**src/rtl/therm_gray_decoder.sv**
```systemverilog
`default_nettype none
// ============================================================================
// Module   : therm_gray_decoder
// Purpose  : Two-stage receive decoder for the 3-bit level link (thermometer
//            plus Gray), with per-beat error flags and error accounting.
// Revision : 1.0 - initial release
// ============================================================================
module therm_gray_decoder #(
   parameter int ERR_CNT_W = 8
) (
   input  logic                 clk,
   input  logic                 reset_n,
   input  logic                 in_valid,
   input  logic [6:0]           therm,
   input  logic [2:0]           gray,
   input  logic                 enable,
   input  logic                 clr_err,
   output logic                 out_valid,
   output logic [2:0]           value,
   output logic                 therm_err,
   output logic                 mismatch,
   output logic                 err_sticky,
   output logic [ERR_CNT_W-1:0] err_count
);

   localparam logic [ERR_CNT_W-1:0] c_cnt_max = '1;

   logic                 r_s1_valid;
   logic [6:0]           r_s1_therm;
   logic [2:0]           r_s1_gray;
   logic                 r_s1_enable;

   logic                 r_out_valid;
   logic [2:0]           r_value;
   logic                 r_therm_err;
   logic                 r_mismatch;
   logic                 r_err_sticky;
   logic [ERR_CNT_W-1:0] r_err_count;

   logic                 w_legal;
   logic [2:0]           w_therm_lvl;
   logic [2:0]           w_gray_lvl;
   logic [2:0]           w_value;
   logic                 w_mismatch;
   logic                 w_err_beat;

   // Stage 1: payload only moves on a valid beat; the valid bit always follows.
   always_ff @(posedge clk or negedge reset_n) begin
      if (!reset_n) begin
         r_s1_valid  <= 1'b0;
         r_s1_therm  <= '0;
         r_s1_gray   <= '0;
         r_s1_enable <= 1'b0;
      end else begin
         r_s1_valid <= in_valid;
         if (in_valid) begin
            r_s1_therm  <= therm;
            r_s1_gray   <= gray;
            r_s1_enable <= enable;
         end
      end
   end

   always_comb begin
      w_legal     = 1'b1;
      w_therm_lvl = 3'd0;
      case (r_s1_therm)
         7'b0000000: w_therm_lvl = 3'd0;
         7'b0000001: w_therm_lvl = 3'd1;
         7'b0000011: w_therm_lvl = 3'd2;
         7'b0000111: w_therm_lvl = 3'd3;
         7'b0001111: w_therm_lvl = 3'd4;
         7'b0011111: w_therm_lvl = 3'd5;
         7'b0111111: w_therm_lvl = 3'd6;
         7'b1111111: w_therm_lvl = 3'd7;
         default:    w_legal     = 1'b0;
      endcase
   end

   assign w_gray_lvl[2] = r_s1_gray[2];
   assign w_gray_lvl[1] = r_s1_gray[2] ^ r_s1_gray[1];
   assign w_gray_lvl[0] = w_gray_lvl[1] ^ r_s1_gray[0];

   // A legal thermometer wins; Gray is a fallback only while the link is enabled.
   always_comb begin
      w_value = 3'd0;
      if (w_legal)
         w_value = w_therm_lvl;
      else if (r_s1_enable)
         w_value = w_gray_lvl;
   end

   assign w_mismatch = r_s1_enable & w_legal & (w_therm_lvl != w_gray_lvl);
   assign w_err_beat = r_s1_valid & (~w_legal | w_mismatch);

   always_ff @(posedge clk or negedge reset_n) begin
      if (!reset_n) begin
         r_out_valid <= 1'b0;
         r_value     <= '0;
         r_therm_err <= 1'b0;
         r_mismatch  <= 1'b0;
      end else begin
         r_out_valid <= r_s1_valid;
         if (r_s1_valid) begin
            r_value     <= w_value;
            r_therm_err <= ~w_legal;
            r_mismatch  <= w_mismatch;
         end
      end
   end

   // Clear beats a coincident error beat, so that beat is dropped from the count.
   always_ff @(posedge clk or negedge reset_n) begin
      if (!reset_n) begin
         r_err_sticky <= 1'b0;
         r_err_count  <= '0;
      end else if (clr_err) begin
         r_err_sticky <= 1'b0;
         r_err_count  <= '0;
      end else if (w_err_beat) begin
         r_err_sticky <= 1'b1;
         if (r_err_count != c_cnt_max)
            r_err_count <= r_err_count + 1'b1;
      end
   end

   assign out_valid  = r_out_valid;
   assign value      = r_value;
   assign therm_err  = r_therm_err;
   assign mismatch   = r_mismatch;
   assign err_sticky = r_err_sticky;
   assign err_count  = r_err_count;

endmodule
`default_nettype wire

```
**config.mk**
```make
export PLATFORM = sky130hd
export DESIGN_NAME = therm_gray_decoder
export DESIGN_NICKNAME = d
export VERILOG_FILES = /design/src/rtl/therm_gray_decoder.sv
export SDC_FILE = /design/constraint.sdc
export NUM_CORES = 1
export LEC_CHECK = 0
export CORE_ASPECT_RATIO = 1.2
export CORE_MARGIN = 2
export CORE_UTILIZATION = 25
export CTS_BUF_LIST = sky130_fd_sc_hd__clkbuf_8
export DETAILED_ROUTE_END_ITERATION = 10
export PLACE_DENSITY_LB_ADDON = 0.2
export SYNTH_ARGS = -nofsm -noshare
export SYNTH_HDL_FRONTEND = slang
export SYNTH_SLANG_ARGS = --single-unit
```
**constraint.sdc**
```tcl
create_clock -name clk -period 5.04 [get_ports clk]
set_input_delay 1.512 -clock clk [delete_from_list [all_inputs] [get_ports clk]]
set_output_delay 1.512 -clock clk [all_outputs]
set_load 0.005 [all_outputs]
```
Yosys cells after proc, flatten, opt, wreduce, memory -nomap -nowiden
Cells that the tools add are included.
{ "classes": {"mux": 9, "addsub": 1, "n_reduce_logical": 5, "n_bitwise": 7, "eq_ne": 9} }
{ "ops": {"columns": ["op", "n"], "rows": [
  ["$mux 8", 3],
  ["$pmux 3 s7", 1],
  ["$add 8x1->8 const B", 1],
  ["$ne 8x8->1 const B", 1],
  ["$reduce_or 8->1", 1],
  ["$eq 7x1->1 const B", 1],
  ["$eq 7x2->1 const B", 1],
  ["$eq 7x3->1 const B", 1],
  ["$eq 7x4->1 const B", 1],
  ["$eq 7x5->1 const B", 1],
  ["$eq 7x6->1 const B", 1],
  ["$eq 7x7->1 const B", 1],
  ["$logic_not 7->1", 1],
  ["$mux 3", 2],
  ["$reduce_bool 2->1", 2],
  ["$and 1x1->1", 3],
  ["$mux 1", 3],
  ["$ne 3x3->1", 1],
  ["$reduce_and 2->1", 1],
  ["$xor 1x1->1", 2],
  ["$not 1->1", 1],
  ["$or 1x1->1", 1]
]} }
{ "totals": {"register_bits": 27, "out_inout_bits": 15, "elab_cells": 41} }

Depth between registers and ports, before layout
{ "logic_depth": {"depth_word": 9, "depth_mapped": 7} }

Worst setup path after synthesis
Ideal clock, no wire load.
{ "synth_timing": {"path_type": "input -> register", "startpoint": "in in_valid", "endpoint": "reg r_s1_gray[0]", "t_arrival_ns": 2.150, "t_required_ns": 4.915, "cell_stages": 2, "setup_time_ns": 0.125, "path_slack_ns": 2.766, "path_cell_list": "clkbuf_1 -> mux2_2"} }
{ "synth_lines": {"columns": ["item", "line_no", "rtl"], "rows": [
  ["start: declaration", "13", "input logic in_valid,"],
  ["end signal: assignment", "58", "r_s1_gray <= gray;"],
  ["end: declaration", "30", "logic [2:0] r_s1_gray;"]
]} }
No word-level cell between the ends.

Worst setup path after layout
{ "layout_timing": {"startpoint": "reg r_err_count[0] (netlist: err_count[0])", "endpoint": "out err_count[0]"} }
{ "layout_lines": {"columns": ["item", "line_no", "rtl"], "rows": [
  ["start: declaration", "38", "logic [ERR_CNT_W-1:0] r_err_count;"],
  ["start signal: assignment", "123", "r_err_count <= r_err_count + 1'b1;"],
  ["end: declaration", "23", "output logic [ERR_CNT_W-1:0] err_count"]
]} }
No word-level cell between the ends.

==> results.toml <==
[power_and_ir_drop]
power_density_mw_per_mm2 = 270
total_power_mw = 0.498
ir_drop_mv = 0.0928
p_leak_nw = 0.730

[final_layout]
antenna_cells = 0
area.sequential_um2 = 676
fill_cells = 571
final_area_mm2 = 0.00184
layout-drive-gt1-share_pct = 14.4
instances_no_fill = 231
final_util_pct = 33.0
multi_input_area_um2 = 722
fin_nets = 184
syn_to_final_growth_pct = 29.1

[yosys]
yosysMostFrequentCell = "dfrtp_1"
synth-seq-cells = 27
avgSynthCellArea_um2 = 10.5
synth_cell_type_count = 38
synth_edf_count = 0
seq_area_frac_synth_pct = 47.3
synth.area.top_cells = "dfrtp_1 47%, mux2_2 7.9%, nor2_1 3.7%, nand3_1 3.2%, xnor2_1 3.1%"
netlist_instances = 136
yosysWarnings = 0
ys.flop_type = "dfrtp_1"
yosysTopAreaCell = "dfrtp_1"
synth_top_area_share_pct = 47.3
ys_top_cells_by_count = "27 x dfrtp_1, 14 x nor2_1, 10 x mux2_2"
synthesis.area_mm2 = 0.00143
synthArstFlopShare_pct = 100
syn_nets = 152

[critical_path]
required_ns = 3.53
cp.arrival_ns = 1.29
cp_slowest_cell = "clkdlybuf4s50_1"
critPathLaunch = "err_count[0]$_DFFE_PN0P_"
crit_chain = "clkdlybuf4s50_1"
path_max_fanout = 6
startpoint_type = "flip-flop"
crit_path_end_kind = "output port"
path_delay_family = "buffers and inverters"
r2r_end = "err_count[3]$_DFFE_PN0P_"
worstSetupPathDepth = 1
rr_worst_depth = 7
r2r_start = "r_s1_therm[3]$_DFFE_PN0P_"
worst_path_largest_cell_delay_ns = 0.55
crit_buf_inv = 1
crit_path_end = "err_count[0]"
criticalPathCategory = "flip-flop to output port"
r2r_slack_ns = 2.82

[routing]
dr.pass1.iters = 4
drt-total-wl_um = 3140
drc = 0
dr_total_vias = 1121
ant_nets = 0
drt-wirelength-per-cell_um = 13.6
drt_iter0_drc = 24
viasPerCell = 4.85

[die]
die_y_um = 86.8
start_util_pct = 25.5
ios = 30
rows = 30
core_mm2 = 0.00559
die_area_mm2 = 0.00633
die_x_um = 73.0

[placement]
dp_hpwl_um = 2430
dp_slack_ns = 2.13
gp_congestion = 0.775
placed_cells = 227
place_area_mm2 = 0.00179
port_buffers = 29

[global_route]
track_usage_pct = 10.8
antenna_found_initial = 0
grt_max_degree = 25
overflow = 0
grt_pass1_wl_um = 5370
grt_pass1_vias = 1144

[timing]
skew_ns = 0.00720
fin_crit_ns = 2.81
worstMarginPinSlew_ns = 1.11
slew_headroom_pct = 25.8
final_hold_viol_count = 0
min_period_over_period_pct = 55.7
timing.fmax_mhz = 356
slew_violations = 0
fin_ws_ns = 2.23
fin_hold_ws_ns = 0.504
setup_tns_ns = 0
setup_viol_count_final = 0
rsz0062_at_grt = "no"

[clock_tree]
htreeDepth = 1
worstSkewPairLatency_ns = 0.28
path_clk_slew_ns = 0.10
cts_tree = "done"
cts_buffers = 3
cts_resized = 0
clk_path_buf_depth = 2
cts.sinks = 27
cts_root_buf = "clkbuf_8"
postCtsHoldBufs = 0
post_cts_buffers = 0

[min_path]
hold_depth = 2
hp-class = "flip-flop to flip-flop"

[status]
status = "finished, final reports clean"

[run]
cap_violations = 0
## power breakdown
group | switching, mW | internal, mW | leakage, nW | total [mW]
logic | 0.0472 | 0.0604 | 0.374 | 0.108
registers | 0.0280 | 0.235 | 0.334 | 0.263
clock network | 0.0710 | 0.0562 | 0.0217 | 0.127
total | 0.146 | 0.351 | 0.730 | 0.498
## area by class of cell
type | instances | share of cell area, %
clock buffer | 3 | 2.24
multi-input combinational | 101 | 39.2
sequential | 27 | 36.7
clock inverter | 1 | 0.407
timing repair buffer | 30 | 16.2
tap | 64 | 4.34
inverter | 5 | 1.02
## registers in the layout, indices dropped and copies added (netlist names)
signal       cells
r_s1_therm       7
err_sticky       1
err_count        8
mismatch         1
value            3
r_s1_enable      1
r_s1_valid       1
therm_err        1
out_valid        1
r_s1_gray        3
## cells by family (layout without fill, tap and decap cells)
logic type | Yosys count | count (layout) | synth area share (%)
DFF | 27 | 27 | 47.3
muxes | 14 | 14 | 10.9
xor gates and xnor gates | 6 | 6 | 3.68
adders and majority gates | 1 | 1 | 0.876
buffers and inverters | 8 | 39 | 2.10
AOI/OAI and AO/OA | 26 | 26 | 13.8
and+or+nand+nor | 54 | 54 | 21.3
## worst min path at each step
stage / slack (ns) / endpoint / from
3_5_place_dp: 0.49 / err_sticky$_DFFE_PN0P_ / err_sticky$_DFFE_PN0P_
3_3_place_gp: 0.49 / err_sticky$_DFFE_PN0P_ / err_sticky$_DFFE_PN0P_
2_1_floorplan: 0.38 / out_valid$_DFF_PN0_ / r_s1_valid$_DFF_PN0_
5_1_grt: 0.57 / therm_err$_DFFE_PN0P_ / therm_err$_DFFE_PN0P_
4_1_cts: 0.52 / err_sticky$_DFFE_PN0P_ / err_sticky$_DFFE_PN0P_
6_report: 0.50 / err_sticky$_DFFE_PN0P_ / err_sticky$_DFFE_PN0P_
## worst min-delay path, stage by stage, from the launching register on
cell and delay [ns]:
dfrtp_1 0.35, nor2_1 0.05, nor2_1 0.07
## cells in the final DEF (no fill, tap or decap), types with 3 or more instances in the layout
master,netlist,final
xnor2_1,5,5
clkdlybuf4s50_1,0,29
clkbuf_8,0,3
nand2_1,9,9
o21ai_1,4,4
dfrtp_1,27,27
nand4_1,5,5
nor2_1,14,14
o21ai_0,3,3
inv_1,5,5
a21oi_1,4,4
mux2_2,10,10
and2_1,4,4
nand3_1,9,9
and3_1,3,3
## layer usage
metal,share of wire [%],wire length [um],global-route usage [%],up-vias
li1,-,-,-,554
met1,44,1380,13.0,537
met2,51,1600,19.1,25
met3,3.6,114,1.74,5
met4,1.5,46,3.54,0
met5,0,0,0,-
No activity file was read; power rests on OpenSTA's default activity.
==> RTL edit (same flow settings) <==
The parameter `ERR_CNT_W` goes from 8 to 10.
--- a/src/rtl/therm_gray_decoder.sv
+++ b/src/rtl/therm_gray_decoder.sv
@@ -6,7 +6,7 @@
 // Revision : 1.0 - initial release
 // ============================================================================
 module therm_gray_decoder #(
-   parameter int ERR_CNT_W = 8
+   parameter int ERR_CNT_W = 10
 ) (
    input  logic                 clk,
    input  logic                 reset_n,
Ports: changed (resized err_count); port bits go from 30 to 32. No check against the original RTL was run, so the function may have changed too.
==> RTL edit against the original RTL <==
  * Critical path depth unchanged
  * Routed wire length increased by 20%
  * Die area increased by 16%
  * Synthesized area increased by 17%
  * Highest routed layer unchanged
  * Clock skew decreased by 1.8 ps
  * Total power increased by 24%
  * Cell area increased by 17%
  * Sequential cell count increased by 2
  * Setup slack got worse by 42 ps
==> RTL edit: results (changes against the original RTL) <==
[yosys]
synthTopCellsByCount = dfrtp_1 (29), mux2_2 (15), nor2_1 (13), nand2_1 (11)  ; was dfrtp_1 (27), nor2_1 (14), mux2_2 (10), nand2_1 (9), nand3_1 (9)
synth_xor_area_share_pct = 1.58  ; was 3.68%
syn_avg_cell_area_um2 = 10.0  ; was 10.5 µm²
synth_fa_ha_area_share_pct = 0.751  ; was 0.876%
synth_compound_area_share_pct = 16.4  ; was 13.8%
syn_nets = 182  ; was 152
synth_area_um2 = 1670  ; was 1430 µm²
synth.distinct_cells = 52  ; was 38
synth.area.mux_share_pct = 10.8  ; was 10.9%

[final_layout]
nNetsFinal = 215  ; was 184
seq_cell_count = 29  ; was 27
nClkBuffers = 6  ; was 3
signal_buffer_area_fraction_pct = 14.7  ; was 16.2%
num-nonclk-inverters = 3  ; was 5
fin_area_um2 = 2160  ; was 1840 µm²
num-nonclk-buffers = 32  ; was 30
num-multi-input-gates = 128  ; was 101
multi_input_area_share_pct = 40.7  ; was 39.2%
clockNetworkAreaShare_pct = 5.56  ; was 2.65%
sh_seq_area_pct = 33.6  ; was 36.7%
layout-drive-gt1-share_pct = 18.5  ; was 14.4%
largest_reg_flops = 10  ; was 8

[pwr]
total_leakage_power_nw = 0.830  ; was 0.730 nW
p_seq_w = 0.000270  ; was 0.000263 W
vdd_drop_max_mv = 0.113  ; was 0.0928 mV
p_sw_w = 0.000155  ; was 0.000146 W

[sta]
hold_ws_ps = 518  ; was 504 ps
worst_pin_slew_ps = 676  ; was 1110 ps

[place]
place_inst = 277  ; was 227
placed_area_um2 = 2040  ; was 1790 µm²
place.gp.congestion = 0.728  ; was 0.775
port_buffers = 31  ; was 29
pre_cts_slack_ps = 2000  ; was 2130 ps
hpwl_um = 2790  ; was 2430 µm

[cts]
cts.clk_slew.worst_paths_ps = 70  ; was 100 ps
cts_inserted_buffers = 5  ; was 3
cts-htree-levels = 2  ; was 1

[outcome]
status = completed  ; unchanged

[setup_path]
startpoint = err_count[3]  ; was err_count[0]
cp_max_fo = 10  ; was 6
reg2reg_slack_ps = 2570  ; was 2820 ps
r2r_cells = 6  ; was 7

[hold_path]
hold_depth = 1  ; was 2

[drt]
via_per_inst = 4.90  ; was 4.85
finalWirelength_um = 3770  ; was 3140 µm

[grt]
grt_max_degree = 30  ; was 25

-- RTL edit: cell count changes after synthesis, sizes merged, moves of 3 or more --
cell    change
a21oi       +3
and2        -3
and3        +4
buf         +3
mux2        +4
nor2b       +3
nor3        +4
o211ai      +3
o31ai       +3
or3         +3
xnor2       -4
-- RTL edit: layer usage --
| layer | vias up | wire, µm | GRT usage (%) |
|---|---|---|---|
| met3 | 10 | 154 | 2.99 |
| met5 | - | 0 | 0 |
| li1 | 683 | - | - |
| met4 | 0 | 68 | 4.82 |
| met1 | 669 | 1670 | 12.3 |
| met2 | 34 | 1880 | 19.4 |
-- RTL edit: worst paths after layout --
check,to
min in group asynchronous,value[2]
max in group asynchronous,mismatch
setup / recovery,err_count[3]
hold / removal,therm_err
hold reg to reg,therm_err
setup reg to reg,err_count[5]
